$ cat src/rtl/pcie_arb_pkg.sv
// Shared types and helpers for the PCIe RQ arbiter.
// The beat struct is declared in the top module because its widths follow the module parameters.
package pcie_arb_pkg;

  typedef enum logic [0:0] {
    IDLE = 1'b0,
    PKT  = 1'b1
  } arb_state_t;

  function automatic int ch_width(input int num_ch);
    return (num_ch > 1) ? $clog2(num_ch) : 1;
  endfunction

endpackage

$ cat src/rtl/pcie_axis_skid.sv
// Two-entry registered FIFO carrying whole AXI-stream beats.
// Output is driven straight from the head register, so it holds steady under backpressure.
module pcie_axis_skid #(
  parameter type beat_t = logic
) (
  input  logic  clk,
  input  logic  rst_n,
  input  logic  in_valid,
  output logic  in_ready,
  input  beat_t in_beat,
  output logic  out_valid,
  input  logic  out_ready,
  output beat_t out_beat
);

  logic [1:0] count;
  beat_t      head;
  beat_t      tail;
  logic       push;
  logic       pop;

  assign in_ready  = (count < 2'd2);
  assign out_valid = (count != 2'd0);
  assign out_beat  = head;
  assign push      = in_valid & in_ready;
  assign pop       = out_valid & out_ready;

  // NOTE: state registers use non-blocking assignments so every flop samples pre-edge values.
  always_ff @(posedge clk or negedge rst_n) begin
    if (!rst_n) begin
      count <= 2'd0;
      // NOTE: the entries are reset because the head drives the outputs, which must read 0 out of reset.
      head  <= '0;
      tail  <= '0;
    end else begin
      case ({push, pop})
        2'b10:   count <= count + 2'd1;
        2'b01:   count <= count - 2'd1;
        default: count <= count;
      endcase

      // A full buffer never pushes, so a pop there only shifts tail into head.
      if (pop) begin
        if (count == 2'd2) begin
          head <= tail;
        end else if (push) begin
          head <= in_beat;
        end
      end else if (push) begin
        if (count == 2'd0) begin
          head <= in_beat;
        end else begin
          tail <= in_beat;
        end
      end
    end
  end

endmodule

$ cat src/rtl/pcie_rq_arbiter.sv
// Packet-atomic round-robin N-to-1 arbiter feeding the PCIe core RQ AXI-stream port.
// Optional macro PCIE_RQ_ARB_PRIO_EN gives channel 0 strict priority at arbitration time.
module pcie_rq_arbiter
  import pcie_arb_pkg::*;
#(
  parameter  int PCIE_DATA_WIDTH = 64,
  parameter  int PCIE_KEEP_WIDTH = PCIE_DATA_WIDTH / 32,
  parameter  int PCIE_USER_WIDTH = 85,
  parameter  int NUM_CH          = 4,
  localparam int CH_W            = ch_width(NUM_CH)
) (
  input  logic                                 pcie_clk_in,
  input  logic                                 pcie_reset_n_in,
  input  logic [NUM_CH*PCIE_DATA_WIDTH-1:0]    in_tdata,
  input  logic [NUM_CH*PCIE_USER_WIDTH-1:0]    in_tuser,
  input  logic [NUM_CH*PCIE_KEEP_WIDTH-1:0]    in_tkeep,
  input  logic [NUM_CH-1:0]                    in_tlast,
  input  logic [NUM_CH-1:0]                    in_tvalid,
  output logic [NUM_CH-1:0]                    in_tready,
  output logic [PCIE_DATA_WIDTH-1:0]           s_axis_rq_tdata,
  output logic [PCIE_USER_WIDTH-1:0]           s_axis_rq_tuser,
  output logic [PCIE_KEEP_WIDTH-1:0]           s_axis_rq_tkeep,
  output logic                                 s_axis_rq_tlast,
  output logic                                 s_axis_rq_tvalid,
  input  logic                                 s_axis_rq_tready,
  output logic [CH_W-1:0]                      grant_ch,
  output logic                                 busy
);

  typedef struct packed {
    logic [PCIE_DATA_WIDTH-1:0] data;
    logic [PCIE_USER_WIDTH-1:0] user;
    logic [PCIE_KEEP_WIDTH-1:0] keep;
    logic                       last;
  } beat_t;

  arb_state_t      state;
  arb_state_t      state_nxt;
  logic [CH_W-1:0] last_grant;
  logic [CH_W-1:0] winner;
  logic [CH_W-1:0] cand;
  logic [NUM_CH-1:0] rr_req;
  logic            prio_hit;
  logic            rr_update;
  logic            found;
  logic            any_valid;
  logic            buf_ready;
  logic            push;
  beat_t           in_beat;
  beat_t           out_beat;

`ifdef PCIE_RQ_ARB_PRIO_EN
  // Channel 0 sits outside the rotation so it never disturbs fairness among the others.
  assign rr_req    = {in_tvalid[NUM_CH-1:1], 1'b0};
  assign prio_hit  = in_tvalid[0];
  assign rr_update = (grant_ch != '0);
`else
  assign rr_req    = in_tvalid;
  assign prio_hit  = 1'b0;
  assign rr_update = 1'b1;
`endif

  assign any_valid = |in_tvalid;

  // NOTE: every combinational output gets a default first so no path can infer a latch.
  always_comb begin
    winner = '0;
    cand   = '0;
    found  = prio_hit;
    for (int i = 1; i <= NUM_CH; i++) begin
      cand = CH_W'((int'(last_grant) + i) % NUM_CH);
      if (!found && rr_req[cand]) begin
        winner = cand;
        found  = 1'b1;
      end
    end
  end

  assign in_beat.data = in_tdata[grant_ch*PCIE_DATA_WIDTH +: PCIE_DATA_WIDTH];
  assign in_beat.user = in_tuser[grant_ch*PCIE_USER_WIDTH +: PCIE_USER_WIDTH];
  assign in_beat.keep = in_tkeep[grant_ch*PCIE_KEEP_WIDTH +: PCIE_KEEP_WIDTH];
  assign in_beat.last = in_tlast[grant_ch];
  assign push         = in_tvalid[grant_ch] & in_tready[grant_ch];

  always_ff @(posedge pcie_clk_in or negedge pcie_reset_n_in) begin
    if (!pcie_reset_n_in) begin
      state      <= IDLE;
      grant_ch   <= '0;
      last_grant <= CH_W'(NUM_CH - 1);
    end else begin
      state <= state_nxt;
      if (state == IDLE && any_valid) begin
        grant_ch <= winner;
      end
      if (push && in_beat.last && rr_update) begin
        last_grant <= grant_ch;
      end
    end
  end

  always_comb begin
    state_nxt = state;
    case (state)
      IDLE:    if (any_valid) state_nxt = PKT;
      PKT:     if (push && in_beat.last) state_nxt = IDLE;
      default: state_nxt = IDLE;
    endcase
  end

  // in_tready is built from registers only, keeping core backpressure off the upstream path.
  always_comb begin
    in_tready = '0;
    busy      = 1'b0;
    if (state == PKT) begin
      in_tready[grant_ch] = buf_ready;
      busy                = 1'b1;
    end
  end

  pcie_axis_skid #(
    .beat_t (beat_t)
  ) u_skid (
    .clk       (pcie_clk_in),
    .rst_n     (pcie_reset_n_in),
    .in_valid  (push),
    .in_ready  (buf_ready),
    .in_beat   (in_beat),
    .out_valid (s_axis_rq_tvalid),
    .out_ready (s_axis_rq_tready),
    .out_beat  (out_beat)
  );

  assign s_axis_rq_tdata = out_beat.data;
  assign s_axis_rq_tuser = out_beat.user;
  assign s_axis_rq_tkeep = out_beat.keep;
  assign s_axis_rq_tlast = out_beat.last;

endmodule

$ cat config.mk
export PLATFORM = sky130hd
export DESIGN_NAME = pcie_rq_arbiter
export DESIGN_NICKNAME = d
export VERILOG_FILES = /design/src/rtl/pcie_arb_pkg.sv /design/src/rtl/pcie_axis_skid.sv /design/src/rtl/pcie_rq_arbiter.sv
export SDC_FILE = /design/constraint.sdc
export NUM_CORES = 1
export LEC_CHECK = 0
export CORE_AREA = 2 2 305 307
export CTS_BUF_LIST = sky130_fd_sc_hd__clkbuf_8 sky130_fd_sc_hd__clkbuf_16
export CTS_CLUSTER_DIAMETER = 40
export DETAILED_ROUTE_END_ITERATION = 10
export DIE_AREA = 0 0 307 309
export PLACE_DENSITY = 0.48
export REMOVE_ABC_BUFFERS = 1
export SLEW_MARGIN = 20
export SYNTH_ARGS = -nofsm -noshare
export SYNTH_HDL_FRONTEND = slang
export SYNTH_SLANG_ARGS = --single-unit
$ cat constraint.sdc
create_clock -name pcie_clk_in -period 2.8 [get_ports pcie_clk_in]
set_input_delay 0.28 -clock pcie_clk_in [delete_from_list [all_inputs] [get_ports pcie_clk_in]]
set_output_delay 0.28 -clock pcie_clk_in [all_outputs]
set_load 0.02 [all_outputs]
-- After elaboration in Yosys (flattened, before gate mapping)
Cells that the tools add are included.
W data, S select, Z words.
- register bits: 311
- bits in latches: 0
- memory bits (writable): 0
- bits in read-only memories: 0
- input bits: 615
- memories: 0
- add/subtract/negate cells: 6
- multiply operators: 1
- divide/modulo/power cells: 0
- $lt $le $gt $ge: 7
- equality and inequality tests: 3
- shift-type cells: 3
- muxes and demuxes: 34
- bitwise gates (word level): 7
- reduce and logical (&&, ||, !) cells: 18
- operators by type and width (cell ; number):
    $mux W152 ; 5
    $shiftx A340 B10 Y85 ; 1
    $shiftx A256 B9 Y64 ; 1
    $lt A2 B3 Y1 const B ; 5
    $bmux W1 S2 ; 7
    $mux W1 ; 14
    $reduce_bool A2 Y1 ; 5
    $mul A2 B7 Y9 const B ; 1
    $mux W2 ; 4
    $shiftx A8 B4 Y2 ; 1
    $add A2 B1 Y2 const B ; 3
    $logic_and A1 B1 Y1 ; 6
    $reduce_and A3 Y1 ; 2
    $add A2 B2 Y2 const B ; 2
    $and A4 B4 Y4 ; 1
    $eq A2 B2 Y1 const B ; 2
    $mux W4 ; 1
    $pmux W2 S2 ; 1
    $reduce_or A4 Y1 ; 1
    $and A1 B1 Y1 ; 3
    $logic_not A1 Y1 ; 3
    $not A1 Y1 ; 3
    $demux W1 S2 ; 1
    $eq A2 B1 Y1 const B ; 1
    other kinds (5) ; 5

-- Longest topological paths before layout
- word-level depth: 13
- mapped depth: 11

-- Modules after synthesis
A second synthesis with hierarchy kept.
- cell total of the unflattened synthesis: 1065
- area total of the unflattened synthesis: 16443.3 um2
- modules (own cells, without submodules) (module ; times used ; cells an instance ; area each (um2) ; seq. area each (um2)):
    pcie_axis_skid ; 1 ; 841 ; 12475.7 ; 7657.3
    pcie_rq_arbiter ; 1 ; 224 ; 3967.6 ; 127.6

-- Worst setup path after synthesis
No wires, ideal clock.
- path type: register -> register
- start point: reg grant_ch[0]
- end point: reg u_skid.head, in the netlist u_skid.out_beat[0]
- arrival: 2.279 ns
- required time: 2.667 ns
- slack: 0.388 ns
- stages on the path, launching flop included: 12
- period minus slack after synthesis: 2.412 ns
- cells stage by stage: dfrtp_1 -> buf_6 -> mux4_2 -> nand2_1 -> ha_1 -> nor4bb_1 -> a41oi_2 -> buf_6 -> buf_8 -> buf_6 -> nand2_1 -> o21ai_0
- longest elaborated chain between the ends: 12
- ends and longest elaborated chain (item ; line ; source):
    start: declaration ; pcie_rq_arbiter.sv:26 ; output logic [CH_W-1:0] grant_ch,
    start signal: assignment ; pcie_rq_arbiter.sv:93 ; grant_ch <= winner;
    $lt A2 B3 Y1 (not written as such) / $ge A2 B1 Y1 (equally long branches) ; pcie_rq_arbiter.sv:115 ; in_tready[grant_ch] = buf_ready;
    $logic_and A1 B1 Y1 (not written as such) ; pcie_rq_arbiter.sv:115 ;
    $mux W1 (not written as such) ; pcie_rq_arbiter.sv:115 ;
    $demux W1 S2 ; pcie_rq_arbiter.sv:115 ;
    $and A4 B4 Y4 (no source line) ; -- ;
    $mux W4 ; pcie_rq_arbiter.sv:114 ; if (state == PKT) begin
    $bmux W1 S2 ; pcie_rq_arbiter.sv:83 ; assign push = in_tvalid[grant_ch] & in_tready[grant_ch];
    $mux W1 (not written as such) ; pcie_rq_arbiter.sv:83 ;
    $and A1 B1 Y1 ; pcie_rq_arbiter.sv:83 ;
    $and A1 B1 Y1 ; pcie_axis_skid.sv:25 ; assign push = in_valid & in_ready;
    $reduce_bool A2 Y1 (no source line) ; -- ;
    $reduce_and A3 Y1 (no source line) ; -- ;
    end signal: assignment ; pcie_axis_skid.sv:45 ; head <= tail;
    end signal: assignment ; pcie_axis_skid.sv:47 ; head <= in_beat;
    end signal: assignment ; pcie_axis_skid.sv:51 ; head <= in_beat;
    end: declaration ; pcie_axis_skid.sv:17 ; beat_t head;
Parallel ways exist; a longest one is shown, timed or not. The select of a mux whose other input is x is not followed.
A chain may end at the register's enable or synchronous reset.

-- Final worst setup path
- start point: reg state
- end point: out in_tready[0]
- longest elaborated chain between the ends: 1
- ends and longest elaborated chain (item ; line ; source):
    start: declaration ; pcie_rq_arbiter.sv:37 ; arb_state_t state;
    start signal: assignment ; pcie_rq_arbiter.sv:91 ; state <= state_nxt;
    $mux W4 ; pcie_rq_arbiter.sv:114 ;
    end: declaration ; pcie_rq_arbiter.sv:19 ; output logic [NUM_CH-1:0] in_tready,
No other way between the ends.

==> flow_metrics.tcl <==
set metrics [dict create \
    grt_overflow_total 0 \
    worst_clock_skew_ps 11.8 \
    crit_fanout 7 \
    port_buffers 774 \
    vias 13300 \
    p_sw_mw 10.3 \
    pwr-share-comb_pct 49.0 \
    fin_util_pct 30.7 \
    p_per_area_mw_per_mm2 1030 \
    finalMaxSlewViolations 0 \
    cp_top_family "buffers and inverters" \
    period_needed_ps 2590 \
    rrSetupSlack_ps 320 \
    clk_latency_ps 580 \
    grt_pass1_vias 14700 \
    routed_wl_um 59000 \
    die_area_sq_mm 0.0949 \
    nFillCells 9211 \
    cts_setup_buffers 0 \
    arrival_ps 2310 \
    area_delta_synth_final_pct 68.1 \
    hpwl_um 46800 \
    finalHoldViolCount 0 \
    clockRootBuffer "clkbuf_16" \
    tightest_slew_ps 682 \
    r2r.worst_path.cells 9 \
    cp.required_ps 2520 \
    synth.cell_area_sq_mm 0.0167 \
    globalplace.congestion 0.768 \
    grt_start_max_net_pins 86 \
    clkTransAtPathRegs_ps 60 \
    worst-path-buf-inv 2 \
    std_cell_rows 111 \
    worstPathCellList "nor2b_1, buf_4, nor3b_1, clkdlybuf4s50_1" \
    drtIter0Drc 452 \
    start_util_pct 18.3 \
    switching_share_pct 35.4 \
    hold_buffers 1 \
    power_leakage_nw 12.0 \
    numCtsBuffers 55 \
    power_frac_seq_pct 27.3 \
    viasPerCell 4.10 \
    grt_use_total_pct 12.0 \
    antenna_found_initial 2 \
    h-tree-depth 2 \
    status "finished, final reports clean" \
    max_cap_viol_count 0 \
    clkSinkCount 311 \
    drive_gt1_share_pct 23.1 \
    nets 2627 \
    critPathMaxStageDelay_ps 640 \
    cts_resized 0 \
    synthCells 1218 \
    dr.pass1.iters 4 \
    ys_seq_elements 311 \
    endpoint "in_tready[0]" \
    intPower_mw 18.8 \
    finalSetupViolCount 0 \
    seq_area_frac_synth_pct 46.6 \
    grt_first_pass_wirelength_um 87700 \
    synth_area_per_cell_sq_um 13.7 \
    drt-wirelength-per-cell_um 18.2 \
    hold_path.class "input pin to async pin" \
    cts_tree "yes" \
    slowest_stage "clkdlybuf4s50_1" \
    cts_buffer_depth 3 \
    dieWidth_um 307 \
    setup.worst_path.end_class "output pin" \
    remaining_drc_errors 0 \
    r2r_start "grant_ch[0]" \
    finalCritPeriodShare_pct 92.6 \
    fp.dieH_um 309 \
    clock_power_share_pct 23.7 \
    tns_ps 0 \
    cp-start-kind "flop" \
    rsz0062_at_grt "false" \
    path_depth 4 \
    ant_nets 0 \
    reg2reg_to "u_skid.out_beat[89]" \
    ios 775 \
    slew_headroom_pct 54.5 \
    peakVddDrop_v 0.000772 \
    critPathLaunch "state" \
    yosys_warnings 0 \
    synth.distinct_cells 39 \
    criticalPathCategory "flop to output pin" \
    coreArea_sq_mm 0.0914 \
    fmax_mhz 386 \
]
[power by group through the flow]
stage / sequential, mW / clock [mW] / combinational, mW
floorplan: 9.42 / 0 / 6.70
global placement: 7.92 / 0 / 14.4
detailed placement: 8.00 / 0 / 14.6
CTS: 7.96 / 7.15 / 14.6
global route: 8.23 / 7.34 / 15.5
finish: 7.92 / 6.89 / 14.2
[cells by family (layout without fill, tap and decap cells)]
kind of cell | count (synthesis) | count (layout) | synth area share (%)
other | 0 | 1 | 0
buffers and inverters | 107 | 940 | 3.77
flip-flops | 311 | 311 | 46.6
multiplexers | 460 | 460 | 40.2
AO/OA/AOI/OAI | 163 | 163 | 5.05
adder cells (fa/ha/maj) | 2 | 2 | 0.150
AND/OR/NAND/NOR | 172 | 172 | 4.12
XOR/XNOR | 3 | 3 | 0.157
[cells in the mapped netlist]
cell | instances | area [sq um]
nor2_1 | 4 | 15.0
a21o_1 | 1 | 7.51
inv_1 | 4 | 15.0
a41oi_2 | 1 | 16.3
o21ai_0 | 115 | 576
nand3_1 | 1 | 5.00
nor2b_1 | 1 | 6.26
buf_4 | 9 | 67.6
and3b_1 | 1 | 8.76
nor4bb_1 | 1 | 10.0
ha_1 | 2 | 25.0
nand3b_1 | 1 | 7.51
nand4b_1 | 1 | 8.76
nand2_1 | 155 | 582
o31ai_1 | 1 | 7.51
dfstp_2 | 2 | 52.6
a31oi_1 | 1 | 6.26
buf_2 | 25 | 125
nor3b_1 | 1 | 7.51
or2_2 | 2 | 12.5
a21oi_1 | 2 | 10.0
clkbuf_2 | 8 | 40.0
clkbuf_1 | 41 | 154
xor2_1 | 1 | 8.76
mux2i_1 | 153 | 1530
and3_1 | 1 | 6.26
o21ai_1 | 39 | 195
xnor2_1 | 2 | 17.5
nand2b_1 | 1 | 6.26
mux4_2 | 153 | 3450
o41a_1 | 1 | 11.3
nor4_1 | 1 | 6.26
buf_8 | 1 | 15.0
o21a_1 | 1 | 7.51
buf_6 | 19 | 214
mux2_2 | 154 | 1730
dfrtp_1 | 309 | 7730
o22ai_1 | 1 | 6.26
and2_1 | 1 | 6.26
[worst min path at each step]
stage               startpoint              endpoint  slack [ps]  depth (start not counted)
2_1_floorplan  pcie_reset_n_in           grant_ch[0]         -20                          0
3_3_place_gp   pcie_reset_n_in       u_skid.tail[45]         310                          1
3_5_place_dp   pcie_reset_n_in       u_skid.tail[45]         320                          1
4_1_cts        pcie_reset_n_in  u_skid.out_beat[149]         290                          2
5_1_grt        pcie_reset_n_in  u_skid.out_beat[149]         320                          2
6_report       pcie_reset_n_in  u_skid.out_beat[130]         300                          2
[cell type report]
cell class / count / area [sq um] / share of cell area [%]
antenna: 1 / 2.50 / 0.00891
clock buffer: 64 / 1500 / 5.34
clock inverter: 34 / 418 / 1.49
inverter: 4 / 15.0 / 0.0534
multi-input combinational: 800 / 8310 / 29.6
sequential: 311 / 7790 / 27.7
tap: 1186 / 1480 / 5.28
timing repair buffer: 838 / 8570 / 30.5
[through the flow]
step / power [mW] / hold WS (ps) / cells / cell area, sq um / worst slack (ps)
after global placement: 22.3 / 311 / 3138 / 26200 / 126
after CTS: 29.7 / 290 / 3237 / 28100 / 109
after global routing: 31.1 / 320 / 3238 / 28100 / 26.8
after floorplan: 16.1 / -15.6 / 1115 / 16100 / -10790
after detailed placement: 22.6 / 316 / 3138 / 26200 / 68.4
final: 29.1 / 295 / 3238 / 28100 / 208
[layout by cell type, fill, tap and decap left out, types with 2 or more instances in the layout]
cell type / synthesis / routed
a21oi_1: 2 / 2
buf_12: 0 / 27
buf_4: 9 / 36
bufinv_16: 0 / 8
clkbuf_16: 0 / 55
clkbuf_8: 0 / 9
clkdlybuf4s50_1: 0 / 773
clkinv_2: 0 / 8
clkinv_4: 0 / 5
clkinvlp_4: 0 / 8
dfrtp_1: 309 / 307
dfrtp_4: 0 / 2
dfstp_2: 2 / 2
ha_1: 2 / 2
inv_1: 4 / 6
inv_6: 0 / 3
mux2_2: 154 / 154
mux2i_1: 153 / 153
mux4_2: 153 / 153
nand2_1: 155 / 155
nor2_1: 4 / 4
o21ai_0: 115 / 115
o21ai_1: 39 / 39
or2_2: 2 / 2
xnor2_1: 2 / 2
[per-layer routing]
layer | vias up | routed length [um] | GRT usage (%)
li1 | 6182 | - | -
met1 | 6542 | 21900 | 13.0
met2 | 461 | 31400 | 22.3
met3 | 96 | 4100 | 3.25
met4 | 2 | 1590 | 3.88
met5 | - | 16 | 0
[flip-flops by register name, summed over array words and instances (netlist names)]
signal / count
grant_ch: 2
u_skid.tail: 152
u_skid.count: 2
u_skid.out_beat: 152
last_grant: 2
state: 1
Note: power is estimated with default switching activity, not from simulation.
